$ cat config.mk
export PLATFORM = sky130hd
export DESIGN_NAME = dmem_arbiter
export DESIGN_NICKNAME = d
export VERILOG_FILES = /design/src/rtl/dmem_arbiter.sv
export SDC_FILE = /design/constraint.sdc
export NUM_CORES = 1
export LEC_CHECK = 0
export ABC_AREA = 1
export BUFFER_PORTS_ARGS = -buffer_cell sky130_fd_sc_hd__buf_2
export CORE_AREA = 2 2 129 131
export DETAILED_ROUTE_END_ITERATION = 12
export DIE_AREA = 0 0 131 133
export SLEW_MARGIN = 20
export SYNTH_ARGS = -nofsm -noshare
export SYNTH_HDL_FRONTEND = slang
export SYNTH_SLANG_ARGS = --single-unit
$ cat constraint.sdc
create_clock -name clk_i -period 4 [get_ports clk_i]
set_input_delay 0 -clock clk_i [delete_from_list [all_inputs] [get_ports clk_i]]
set_output_delay 0 -clock clk_i [all_outputs]
set_load 0.02 [all_outputs]
$ cat src/rtl/dmem_arbiter.sv
// Round-robin arbiter sharing one data memory between two pipelined CPUs.
// Registered read return per port, plus saturating per-port stall counters.
module dmem_arbiter #(
  parameter int ADDR_W = 32,
  parameter int DATA_W = 32,
  parameter int CNT_W  = 16
) (
  input  logic              clk_i,
  input  logic              rst_n,
  input  logic              req0_i,
  input  logic              req1_i,
  input  logic              we0_i,
  input  logic              we1_i,
  input  logic [ADDR_W-1:0] addr0_i,
  input  logic [ADDR_W-1:0] addr1_i,
  input  logic [DATA_W-1:0] wdata0_i,
  input  logic [DATA_W-1:0] wdata1_i,
  output logic              stall0_o,
  output logic              stall1_o,
  output logic [DATA_W-1:0] rdata0_o,
  output logic [DATA_W-1:0] rdata1_o,
  output logic              rvalid0_o,
  output logic              rvalid1_o,
  output logic [ADDR_W-1:0] mem_addr_o,
  output logic [DATA_W-1:0] mem_wdata_o,
  output logic              mem_read_o,
  output logic              mem_write_o,
  input  logic [DATA_W-1:0] mem_rdata_i,
  output logic [CNT_W-1:0]  wait0_o,
  output logic [CNT_W-1:0]  wait1_o
);

  // Handshake: reqN_i acts as valid and ~stallN_o as ready. An access is
  // performed in exactly the cycle where req is high and stall is low; a
  // stalled requester holds req/we/addr/wdata until that cycle comes.
  logic              last_grant_q, last_grant_d;
  logic [DATA_W-1:0] rdata0_q, rdata0_d, rdata1_q, rdata1_d;
  logic              rvalid0_q, rvalid0_d, rvalid1_q, rvalid1_d;
  logic [CNT_W-1:0]  wait0_q, wait0_d, wait1_q, wait1_d;
  logic              gnt0, gnt1;

  // On a tie the port that did not win last time is served.
  assign gnt0 = req0_i & (~req1_i | last_grant_q);
  assign gnt1 = req1_i & (~req0_i | ~last_grant_q);

  assign stall0_o = req0_i & ~gnt0;
  assign stall1_o = req1_i & ~gnt1;

  always_comb begin
    mem_addr_o  = '0;
    mem_wdata_o = '0;
    mem_read_o  = 1'b0;
    mem_write_o = 1'b0;
    if (gnt0) begin
      mem_addr_o  = addr0_i;
      mem_wdata_o = wdata0_i;
      mem_write_o = we0_i;
      mem_read_o  = ~we0_i;
    end else if (gnt1) begin
      mem_addr_o  = addr1_i;
      mem_wdata_o = wdata1_i;
      mem_write_o = we1_i;
      mem_read_o  = ~we1_i;
    end
  end

  always_comb begin
    last_grant_d = last_grant_q;
    rdata0_d     = rdata0_q;
    rdata1_d     = rdata1_q;
    rvalid0_d    = 1'b0;
    rvalid1_d    = 1'b0;
    wait0_d      = wait0_q;
    wait1_d      = wait1_q;
    if (gnt0) begin
      last_grant_d = 1'b0;
      if (!we0_i) begin
        rdata0_d  = mem_rdata_i;
        rvalid0_d = 1'b1;
      end
    end else if (gnt1) begin
      last_grant_d = 1'b1;
      if (!we1_i) begin
        rdata1_d  = mem_rdata_i;
        rvalid1_d = 1'b1;
      end
    end
    // Counters stick at all-ones rather than wrapping.
    if (stall0_o && (wait0_q != {CNT_W{1'b1}})) wait0_d = wait0_q + CNT_W'(1);
    if (stall1_o && (wait1_q != {CNT_W{1'b1}})) wait1_d = wait1_q + CNT_W'(1);
  end

  always_ff @(posedge clk_i or negedge rst_n) begin
    if (!rst_n) begin
      last_grant_q <= 1'b1;
      rdata0_q     <= '0;
      rdata1_q     <= '0;
      rvalid0_q    <= 1'b0;
      rvalid1_q    <= 1'b0;
      wait0_q      <= '0;
      wait1_q      <= '0;
    end else begin
      last_grant_q <= last_grant_d;
      rdata0_q     <= rdata0_d;
      rdata1_q     <= rdata1_d;
      rvalid0_q    <= rvalid0_d;
      rvalid1_q    <= rvalid1_d;
      wait0_q      <= wait0_d;
      wait1_q      <= wait1_d;
    end
  end

  assign rdata0_o  = rdata0_q;
  assign rdata1_o  = rdata1_q;
  assign rvalid0_o = rvalid0_q;
  assign rvalid1_o = rvalid1_q;
  assign wait0_o   = wait0_q;
  assign wait1_o   = wait1_q;

endmodule

# == Word level (Yosys, flattened, before mapping) ==
# Cells that the tools add are included.
# word_totals
wordCells,44
inputBits,166
out_inout_bits,166
ff_bits,99
# op_classes
n_bitwise,13
n_addsub,2
mux,15
eq_ne,2
n_reduce_logical,5
# op_table
op,n
32-bit two-way mux,4
"16-bit by 1-bit adder with 16-bit output, second input constant",2
"16-bit != test, second input constant",2
1-bit two-way mux,11
1-bit NOT,7
1-bit AND,4
3-bit AND reduction,1
1-bit logical AND,2
1-bit bitwise OR,2
2-bit AND reduction,1
2-bit nonzero test,1

# == Longest topological paths before layout ==
# Gate-level depths: netlist (run 1).
# logic_depth
depth_word,6
ltp_mapped,9
ltp_nobuf,9

# == Worst setup path after synthesis (run 1) ==
# OpenSTA, ideal clock, no wires.
# synth_path
path_kind,reg-to-reg
startpoint,"register wait0_q[0], in the netlist wait0_o[0]"
endpoint,"register wait0_q[13], in the netlist wait0_o[13]"
setup_time_ns,0.117
required_ns,3.883
path_stages_with_launch,10
period_less_slack_ns,1.681
slack_ns,2.319
t_arrival_ns,1.564
n_path_buf,1
cell_sequence,dfrtp_1 -> ha_1 -> inv_2 -> nor2_4 -> nand2_1 -> nor2_4 -> nor2_2 -> buf_6 -> nand2_1 -> nand2_1
# synth_between
elab_chain_len,2
elab_cells_between_ends,3
cone_classes,add/sub (1); eq/ne (1); reduce/logical (1)
# synth_rtl
element,line,text
from (decl),39,"logic [CNT_W-1:0] wait0_q, wait0_d, wait1_q, wait1_d;"
from (signal assigned),108,wait0_q <= wait0_d;
branches (longest 2 deep; another with 16-bit by 1-bit adder with 16-bit output),--,
# Parallel ways; which one is timed is not known.
# A chain may end at the register's enable or synchronous reset.

# == Final worst setup path (run 1) ==
# layout_path
startpoint,register last_grant_q
endpoint,output mem_wdata_o[27]
# layout_between
elab_chain_len,5
elab_cells_between_ends,7
cone_classes,mux (2); bitwise (5)
# layout_rtl
element,line,text
from (decl),36,"logic last_grant_q, last_grant_d;"
from (signal assigned),103,last_grant_q <= last_grant_d;
1-bit NOT,44,assign gnt1 = req1_i & (~req0_i | ~last_grant_q);
1-bit bitwise OR,44,
1-bit AND,44,
32-bit two-way mux,59,end else if (gnt1) begin
32-bit two-way mux *,54,if (gnt0) begin
to (decl),25,"output logic [DATA_W-1:0] mem_wdata_o,"
# Every way passes the cells marked *; elsewhere a longest branch is shown, timed or not.

==> results of run 1 <==
[worst min-delay path by stage]
stage,cells past startpoint,endpoint,slack [ns],start
3_5_place_dp,1,rdata1_o[8],0.18,rst_n
4_1_cts,4,rvalid0_o,0.06,req1_i
6_report,4,rvalid0_o,0.07,req1_i
3_3_place_gp,1,rdata0_o[3],0.19,rst_n
5_1_grt,4,rvalid0_o,0.11,req1_i
2_1_floorplan,0,rdata0_o[0],-0.30,rst_n
[registers in the layout, summed over array words and instances, names as in the netlist]
| signal | cells |
|---|---|
| wait0_o | 16 |
| rvalid1_o | 1 |
| rdata1_o | 32 |
| wait1_o | 16 |
| rvalid0_o | 1 |
| last_grant_q | 1 |
| rdata0_o | 32 |
[power by group through the flow]
stage | clock [mW] | sequential (mW) | combinational, mW
2_1_floorplan | 0 | 1.56 | 0.490
3_3_place_gp | 0 | 1.35 | 1.16
3_5_place_dp | 0 | 1.36 | 1.17
4_1_cts | 0.922 | 1.34 | 1.20
5_1_grt | 0.963 | 1.37 | 1.30
6_report | 0.883 | 1.34 | 1.19
[per-stage QoR]
stage	hold slack (ns)	cell area [µm²]	instances	utilization	power, mW
after floorplan	-0.296	5230	632	-	2.05
after global placement	0.187	7000	1156	0.433	2.52
after detailed placement	0.181	7000	1156	0.433	2.53
after CTS	0.0562	7660	1208	0.474	3.46
after global routing	0.106	7670	1209	0.474	3.64
final	0.0705	7670	1211	0.474	3.42
[routing by layer]
| metal | track usage | vias to the layer above | wire length (µm) |
|---|---|---|---|
| met5 | 0 | - | 13 |
| met3 | 0.0522 | 21 | 1540 |
| met1 | 0.304 | 2610 | 8630 |
| met4 | 0.0520 | 2 | 353 |
| met2 | 0.341 | 202 | 9260 |
| li1 | - | 2793 | - |
[worst register-to-register path, delay by kind of cell, from the launching register on]
family / cells / cell delay [ns]
AO/OA/AOI/OAI: 1 / 0.09
adder cells (fa/ha/maj): 1 / 0.33
buffers and inverters: 1 / 0.10
flip-flops: 1 / 0.46
AND/OR/NAND/NOR: 5 / 0.95
[Yosys cell counts (2+ instances only)]
| cell type | instances | area, µm² |
|---|---|---|
| buf_6 | 7 | 78.8 |
| nand2_1 | 191 | 717 |
| buf_2 | 12 | 60.1 |
| nor2_1 | 36 | 135 |
| ha_1 | 2 | 25.0 |
| inv_2 | 7 | 26.3 |
| nand4_1 | 10 | 62.6 |
| nand2_2 | 6 | 37.5 |
| xnor2_1 | 5 | 43.8 |
| dfrtp_1 | 98 | 2450 |
| clkbuf_1 | 8 | 30.0 |
| a22o_1 | 64 | 561 |
| nand3b_1 | 6 | 45.0 |
| nor2_4 | 4 | 45.0 |
| o21ai_2 | 10 | 87.6 |
| inv_1 | 61 | 229 |
| xor2_1 | 2 | 17.5 |
| o21ai_0 | 59 | 295 |
| buf_4 | 3 | 22.5 |
| nor2_2 | 5 | 31.3 |
| nand3_1 | 16 | 80.1 |
| o21ai_1 | 14 | 70.1 |
[layout make-up]
type	instances	share of cell area
Sequential cell	99	0.323
Multi-Input combinational cell	435	0.301
Timing Repair Buffer	370	0.266
Tap cell	220	0.0359
Inverter	68	0.0333
Clock buffer	10	0.0312
Clock inverter	6	0.00832
Antenna cell	3	0.000979
[cells by family after synthesis]
group / after synthesis / synth area share
buffers and inverters: 98 / 0.0854
AO/OA/AOI/OAI: 148 / 0.196
adder cells (fa/ha/maj): 2 / 0.00479
flip-flops: 99 / 0.474
XOR/XNOR: 7 / 0.0117
AND/OR/NAND/NOR: 278 / 0.228
==> run metrics, run 1 <==
H-tree depth=3; DR vias/cell=4.65; crit path time final=2.40 ns; sequential area share after synthesis=0.474; Clk pwr share=0.258; vias in the first global route=4996; outcome=completed; clk root buf=clkbuf_16; worst vdd ir=0.000285 V; DPL Wire Length=15300 µm; Resize count post-CTS=0; TritonCTS buffer count=9; CTS tree=done; period utilization=0.599; Worst path max stage delay=0.78 ns; largest net degree at the start of global routing=68; Yosys reg bits=99; height of the die=133 µm; RSZ-0062 raised after global routing=false; asr flop ratio synth=1.00; most frequent CP cell=inv_2; setup violators final=0; worst hold path type=primary input to register; core area=16200 µm²; row count=47; Pleak=4.21 nW; CP Launch Type=register; most common cell after layout, fill and taps aside=buf_2; worst setup slack after layout=1.60 ns; commonest cells after routing, fill and taps aside=330 x buf_2, 190 x nand2_1, 98 x dfrtp_1; sequential power share=0.393; worst path bufs/invs=3; Mapped Area=5230 µm²; CP Max Fanout=64; Clock Pin Slew Worst Setup and Hold Paths=0.07 ns; initial antenna violation count=3; slowest CP cell=inv_2; Sequential Area=2480 µm²; Final ANT Viol Nets=0; Pins Over Slew Limit=0; fraction of layout cells with a size suffix above 1=0.392; CP endpoint kind=output pin; clk_skew=0.0152 ns; Fillers=1619; CP Depth=6; Syn Inst Count=632; top_reg_cell synth=dfrtp_1; worst r2r src=wait0_o[0]; total track usage=0.218; pre-CTS setup slack=1.99 ns; power per cell area=446 nW/µm²; critical path endpoint=mem_wdata_o[27]; maxcap violations=0; Clk Latency, worst-skew pair=0.35 ns; CP required=4.00 ns; die area=17400 µm²; Nets=1151; # hold bufs at CTS=36; WL/cell=16.4 µm; critical path class=register to output pin; Port Buffers=331; First-pass DRT Iterations=7; syn nets=800; Critical path origin=last_grant_q; Critical Path, Cell by Cell=inv_2, nand2_2, nand2_1, inv_2, a22o_1, buf_2; DRT iter0 DRCs=406; Slew Limit Headroom=0.267; first-pass GRT wire length=28700 µm; Area Growth Syn to Fin=46.7%; crit path DAT=2.40 ns; number of flops mapped to enable cells by yosys=0; # DRC=0; R2R setup slack=2.00 ns; Int Pwr=2.08 mW; synth unique cells=28; CP top delay family=buffers and inverters; Total Neg Setup Slack=0 ns; Placer Congestion=0.861; grt ovf=0; Net Sw Power=1.34 mW; Fin. Hold Viols=0; worst r2r path cells=8; I/O pins=332; FF-to-FF End=wait0_o[4]; Post-Route WL=19800 µm; Clock Tree Buf Depth=2; Max Fclk=417 MHz; Multi-input gate area=2310 µm²; measured slew at the worst slew-check pin=1.10 ns; DIE WIDTH=131 µm; Avg Cell Area, Syn=8.27 µm²; Comb pwr share=0.349; TritonCTS Sinks=99; Initial Util=0.323; vias post-DR=5628; YS warnings=0; Post CTS Setup Buffer Count=0; switching share of power=0.393
(Power assumes the default switching activity.)
==> inputs of run 2 (changes only) <==
- ABC_AREA: 1 -> 0
- CORE_AREA: 2 2 129 131 -> 2 2 130 132
- DIE_AREA: 0 0 131 133 -> 0 0 132 134
- clock period: 4 -> 2.1 ns (I/O delays scaled with it)
==> run metrics, run 2 <==
outcome=completed; First-pass DRT Iterations=4 (-3); commonest cells after routing, fill and taps aside=330 x buf_2, 98 x dfrtp_1, 63 x a22o_1; synth unique cells=38 (+36%); period utilization=0.965; Synth area leader=dfrtp_1; row count=47 (unchanged); adder-cell share of the synthesized area=0.00520 (+0.000416); slowest CP cell=dfstp_2; DR vias/cell=4.81 (+3.5%); sequential area share after synthesis=0.515 (+0.0412); # DRC=0 (unchanged); H-tree depth=3 (unchanged); Post-Route WL=17800 µm (-10%); TritonCTS Sinks=99 (unchanged); Fin. Hold Viols=0 (unchanged); Slew Limit Headroom=0.621 (+0.353); I/O pins=332 (unchanged); Total Neg Setup Slack=0 ns (unchanged); top_reg_cell synth=dfrtp_1; DIE WIDTH=132 µm (+0.76%); setup violators final=0 (unchanged); core area=16300 µm² (+0.73%); fin util=0.455 (-0.0197); worst vdd ir=0.000649 V (+130%); clk_skew=0.00813 ns (-0.00706 ns); synth top area cells=dfrtp_1 51%, a22o_1 12%, mux2_2 8.7%; R2R setup slack=0.35 ns (-1.65 ns); maxcap violations=0 (unchanged); hold path cells=3 (-1); GR Layer Usage met2=0.320 (-0.0217); Pins Over Slew Limit=0 (unchanged); Post-synth top cells=98 x dfrtp_1, 65 x a22o_1, 37 x mux2_2; critical path class=register to output pin; Worst path max stage delay=0.57 ns (-0.21 ns); crit path time final=2.03 ns; Max Fclk=494 MHz; Final ANT Viol Nets=0 (unchanged); most common cell in the synthesized netlist=dfrtp_1; Clk Latency, worst-skew pair=0.35 ns (about the same); CP Max Fanout=65 (+1.6%); global route hottest layer=met2; first-pass GRT wire length=25600 µm (-11%); share of the synthesized area in the top cell type=0.510 (+0.0408); Yosys reg bits=99 (unchanged); Avg Cell Area, Syn=12.2 µm² (+48%); Clock Pin Slew Worst Setup and Hold Paths=0.08 ns (about the same); die area=17700 µm² (+1.5%); YS warnings=0 (unchanged); multiplexer area fraction after synthesis=0.157 (+0.157); TritonCTS buffer count=9 (unchanged); worst hold path type=primary input to register; power per cell area=862 nW/µm² (+93%); vias in the first global route=4357 (-13%); met3 Resource Use GR=0.0529 (+0.000747); total track usage=0.191 (-0.0272); Pleak=3.79 nW (-10%); Placer Congestion=0.818 (-4.9%); measured slew at the worst slew-check pin=0.569 ns (-0.530 ns); Mapped Area=4810 µm² (-8.0%); Fillers=1564 (-3.4%); post-synthesis simple-gate area fraction=0.105 (-0.123); Nets=920 (-20%); height of the die=134 µm (+0.75%); Critical Path, Cell by Cell=nand2b_1, and2_2, buf_12, a22o_1, buf_2; CTS tree=done; CP Launch Type=register; RSZ-0062 raised after global routing=false; minimum hold slack=0.0515 ns (-0.0190 ns); asr flop ratio synth=1.00 (unchanged); most common cell after layout, fill and taps aside=buf_2; Syn Inst Count=393 (-38%); Synth Area in Compound Gates=0.144 (-0.0514); post-synthesis xor/xnor area fraction=0.0364 (+0.0247); initial antenna violation count=5 (+2); Port Buffers=331 (unchanged); clk root buf=clkbuf_16; syn nets=561 (-30%); CP required=2.10 ns (-1.90 ns); grt ovf=0 (unchanged); fraction of layout cells with a size suffix above 1=0.535 (+0.143); largest net degree at the start of global routing=66 (-2.9%); DRT iter0 DRCs=246 (-39%); crit path DAT=2.03 ns (-0.37 ns); Clock Tree Buf Depth=2 (unchanged); Area Growth Syn to Fin=54.0%; DPL Wire Length=13800 µm (-9.5%); Initial Util=0.295 (-0.0280); Post CTS Setup Buffer Count=0 (unchanged); main combinational cell family by area after synthesis=multiplexers; vias post-DR=4728 (-16%); met1 usage=0.227 (-0.0762); worst r2r path cells=5 (-3); CP endpoint kind=output pin; WL/cell=18.1 µm (+11%); number of flops mapped to enable cells by yosys=0 (unchanged)
## run 2: changes by cell type after synthesis, sizes merged, moves of 6 or more
cell   before  now
nand2     198    9
a31oi       0    9
nor2       45   13
and3        0    7
nor3        1   10
xnor2       5   12
inv        68    6
o21ai      83    1
a21oi       0    6
mux2        0   67
xor2        2    8
## run 2: stage by stage
| stage | setup WS (ns) | instance area, µm² | power (mW) | cells |
|---|---|---|---|---|
| final | 0.0745 | 7410 | 6.38 | 983 |
| after global routing | 0.00113 | 7400 | 6.72 | 981 |
| after CTS | 0.0420 | 7370 | 6.46 | 977 |
| after detailed placement | 0.346 | 6710 | 4.70 | 926 |
| after global placement | 0.346 | 6710 | 4.68 | 926 |
| after floorplan | 0.374 | 4810 | 3.77 | 393 |
## run 2: area by class of cell
| cell class | instances | area (µm²) | area share |
|---|---|---|---|
| inverter | 6 | 22.5 | 0.00304 |
| timing repair buffer | 373 | 2120 | 0.286 |
| multi-input combinational | 263 | 2190 | 0.296 |
| antenna | 6 | 15.0 | 0.00203 |
| tap | 220 | 275 | 0.0372 |
| sequential | 99 | 2480 | 0.335 |
| clock inverter | 6 | 65.1 | 0.00879 |
| clock buffer | 10 | 239 | 0.0323 |
## run 2: worst max-delay path: cells and delay by family (launching register included)
kind | cells | cell delay [ns]
buffers and inverters | 2 | 0.46
flip-flops | 1 | 0.57
AO/OA/AOI/OAI | 1 | 0.29
AND/OR/NAND/NOR | 2 | 0.31
## run 2: final timing paths
path,to,startpoint
worst max register to register,rdata0_o[13],last_grant_q
worst max-delay path,mem_wdata_o[16],last_grant_q
min in group asynchronous,wait0_o[12],rst_n
worst min-delay path,rvalid1_o,we1_i
worst min register to register,rdata1_o[4],rdata1_o[4]
max in group asynchronous,rdata1_o[27],rst_n
## run 2: cells by family after synthesis
group / count (synthesis)
flops: 99
buf+inv: 31
mux: 67
fa+ha+maj: 2
compound gates: 85
simple gates: 89
xor+xnor: 20
## run 2: repair_timing
action,CTS,global route
setup endpoints to repair,5,4
pin swaps,0,0
resized for setup,1,4
hold buffers,35,0
endpoints found under the hold margin,103,0
## run 2: power by group
group	total, mW	internal [mW]	switching, mW
registers	2.53	2.26	0.271
logic	2.18	0.879	1.30
clock network	1.67	0.874	0.795
## run 2: metal layers
layer / wire length (µm) / up-vias / part of all wire
met5: 0 / - / 0
met4: 570 / 0 / 0.032
met3: 1150 / 28 / 0.065
met2: 9140 / 202 / 0.51
met1: 6960 / 2292 / 0.39
li1: - / 2206 / -
==> inputs of run 3 (changes only) <==
- CORE_AREA: 2 2 130 132 -> 2 2 128 130
- CTS_BUF_LIST: default -> sky130_fd_sc_hd__clkbuf_8
- DIE_AREA: 0 0 132 134 -> 0 0 130 132
==> run metrics, run 3 (synthesized netlist as in run 2, its figures left out) <==
TritonCTS buffer count=9 (unchanged); vias in the first global route=4774 (+9.6%); DR vias/cell=4.90 (+1.9%); First-pass DRT Iterations=4 (unchanged); CP endpoint kind=output pin; Area Growth Syn to Fin=52.0%; Pins Over Slew Limit=0 (unchanged); critical path class=register to output pin; grt ovf=0 (unchanged); Post-Route WL=16300 µm (-8.3%); core area=15700 µm² (-3.5%); initial antenna violation count=0 (-5); crit path time final=2.02 ns (-0.0104 ns); CTS tree=done; # DRC=0 (unchanged); TritonCTS Sinks=99 (unchanged); measured slew at the worst slew-check pin=0.515 ns (-0.0543 ns); commonest cells after routing, fill and taps aside=330 x buf_2, 98 x dfrtp_1, 65 x a22o_1; CP required=2.10 ns (about the same); CP Max Fanout=65 (unchanged); Nets=923 (+0.33%); CP top delay family=flip-flops; Clk pwr share=0.200 (-0.062); Initial Util=0.306 (+0.0108); Placer Congestion=0.892 (+8.9%); total track usage=0.179 (-0.0114); Clock Tree Buf Depth=2 (unchanged); Total Neg Setup Slack=0 ns (unchanged); largest net degree at the start of global routing=66 (unchanged); power per cell area=807 nW/µm² (-6.4%); Critical Path, Cell by Cell=nand2b_1, and2_2, buf_12, a22o_1, buf_2; Net Sw Power=2.27 mW (-3.9%); DPL Wire Length=12000 µm (-13%); Pleak=3.74 nW (-1.3%); Ant. Diodes=0 (-6); Area after DPL=6690 µm² (-0.34%); WL/cell=16.7 µm (-7.7%); CP Launch Type=register; setup violators final=0 (unchanged); RSZ-0062 raised after global routing=false; DRT iter0 DRCs=171 (-30%); slowest CP cell=dfstp_2; Clock Pin Slew Worst Setup and Hold Paths=0.09 ns (about the same); switching share of power=0.386 (+0.0148); row count=46 (-2.1%); Int Pwr=3.62 mW (-9.8%); Fin. Hold Viols=0 (unchanged); worst path bufs/invs=2 (unchanged); Clk Latency, worst-skew pair=0.38 ns (+0.03 ns); die area=17200 µm² (-3.0%); most common cell after layout, fill and taps aside=buf_2; total power=5.90 mW (-7.6%); crit path DAT=2.02 ns (about the same); minimum hold slack=0.0944 ns (+0.0429 ns); period utilization=0.960 (-0.00497); first-pass GRT wire length=24200 µm (-5.7%); Slew Limit Headroom=0.657 (+0.0362); maxcap violations=0 (unchanged); height of the die=132 µm (-1.5%); sequential power share=0.431 (+0.034); fin util=0.465 (+0.0106); Comb pwr share=0.369 (+0.027); worst vdd ir=0.000616 V (-5.0%); H-tree depth=3 (unchanged); Port Buffers=331 (unchanged); fin area=7310 µm² (-1.3%); worst hold path type=primary input to register; Worst path max stage delay=0.58 ns (about the same); fraction of layout cells with a size suffix above 1=0.533 (-0.00211); Final ANT Viol Nets=0 (unchanged); outcome=completed; clk root buf=clkbuf_8; I/O pins=332 (unchanged); vias post-DR=4783 (+1.2%); Max Fclk=496 MHz (+0.52%); DIE WIDTH=130 µm (-1.5%); clk_skew=0.00972 ns (+0.00159 ns)
## run 3: cell types whose count changed in the layout (fill, tap and decap cells not counted)
cell           delta
clkbuf_8          +9
a22o_4            -2
inv_6             -2
clkbuf_16         -7
buf_6             +1
clkinvlp_4        +4
diode_2           -6
and2_2            -1
and2_4            +1
clkinv_8          -1
dlygate4sd3_1     +1
buf_8             -1
inv_8             -1
a22o_1            +2
## run 3: power groups by stage
stage | Combinational [mW] | Sequential, mW | Clock [mW]
detailed placement | 2.11 | 2.57 | 0
global placement | 2.06 | 2.55 | 0
floorplan | 0.812 | 2.96 | 0
global route | 2.32 | 2.60 | 1.32
finish | 2.18 | 2.54 | 1.18
CTS | 2.17 | 2.54 | 1.23
## run 3: stage by stage
step	setup WS [ns]	instances
2_1_floorplan	0.374	393
3_3_place_gp	0.326	921
3_5_place_dp	0.304	921
5_1_grt	0.0103	976
6_report	0.0849	976
4_1_cts	0.0138	973
## run 3: final cells by class
cell class              instances  area, µm²
clock inverters                 6       50.0
clock buffers                  10        138
multi-input cells             263       2170
inverters                       6       22.5
repair buffers                376       2180
fillers                      1498       8400
flip-flops and latches         99       2480
well taps                     216        270
## run 3: tightest hold or removal path, delay by kind of cell
kind / cells / cell delay [ns]
buffers and inverters: 2 / 0.33
and+or+nand+nor: 1 / 0.07
## run 3: routing by layer
| layer | vias up | track usage | part of all wire |
|---|---|---|---|
| met3 | 48 | 0.0300 | 0.061 |
| met2 | 232 | 0.323 | 0.52 |
| met5 | - | 0 | 0 |
| li1 | 2204 | - | - |
| met1 | 2299 | 0.194 | 0.38 |
| met4 | 0 | 0.105 | 0.046 |
## run 3: final timing paths
path	cells past startpoint	start	slack, ns	endpoint
min	3	we0_i	0.09	rvalid0_o
max in group asynchronous	3	rst_n	1.21	last_grant_q
max	5	last_grant_q	0.08	mem_addr_o[27]
min in group asynchronous	2	rst_n	0.13	rdata1_o[11]
max reg2reg	5	last_grant_q	0.28	wait1_o[5]
min reg2reg	1	rdata1_o[3]	0.49	rdata1_o[3]
## run 3: timing repair
action | CTS | global route
gates resized for setup | 2 | 2
pin swaps | 0 | 0
endpoints found under the setup margin | 61 | 2
hold buffers | 36 | 0
endpoints found under the hold margin | 104 | 0
gates cloned | 0 | 2
setup buffers | 0 | 1
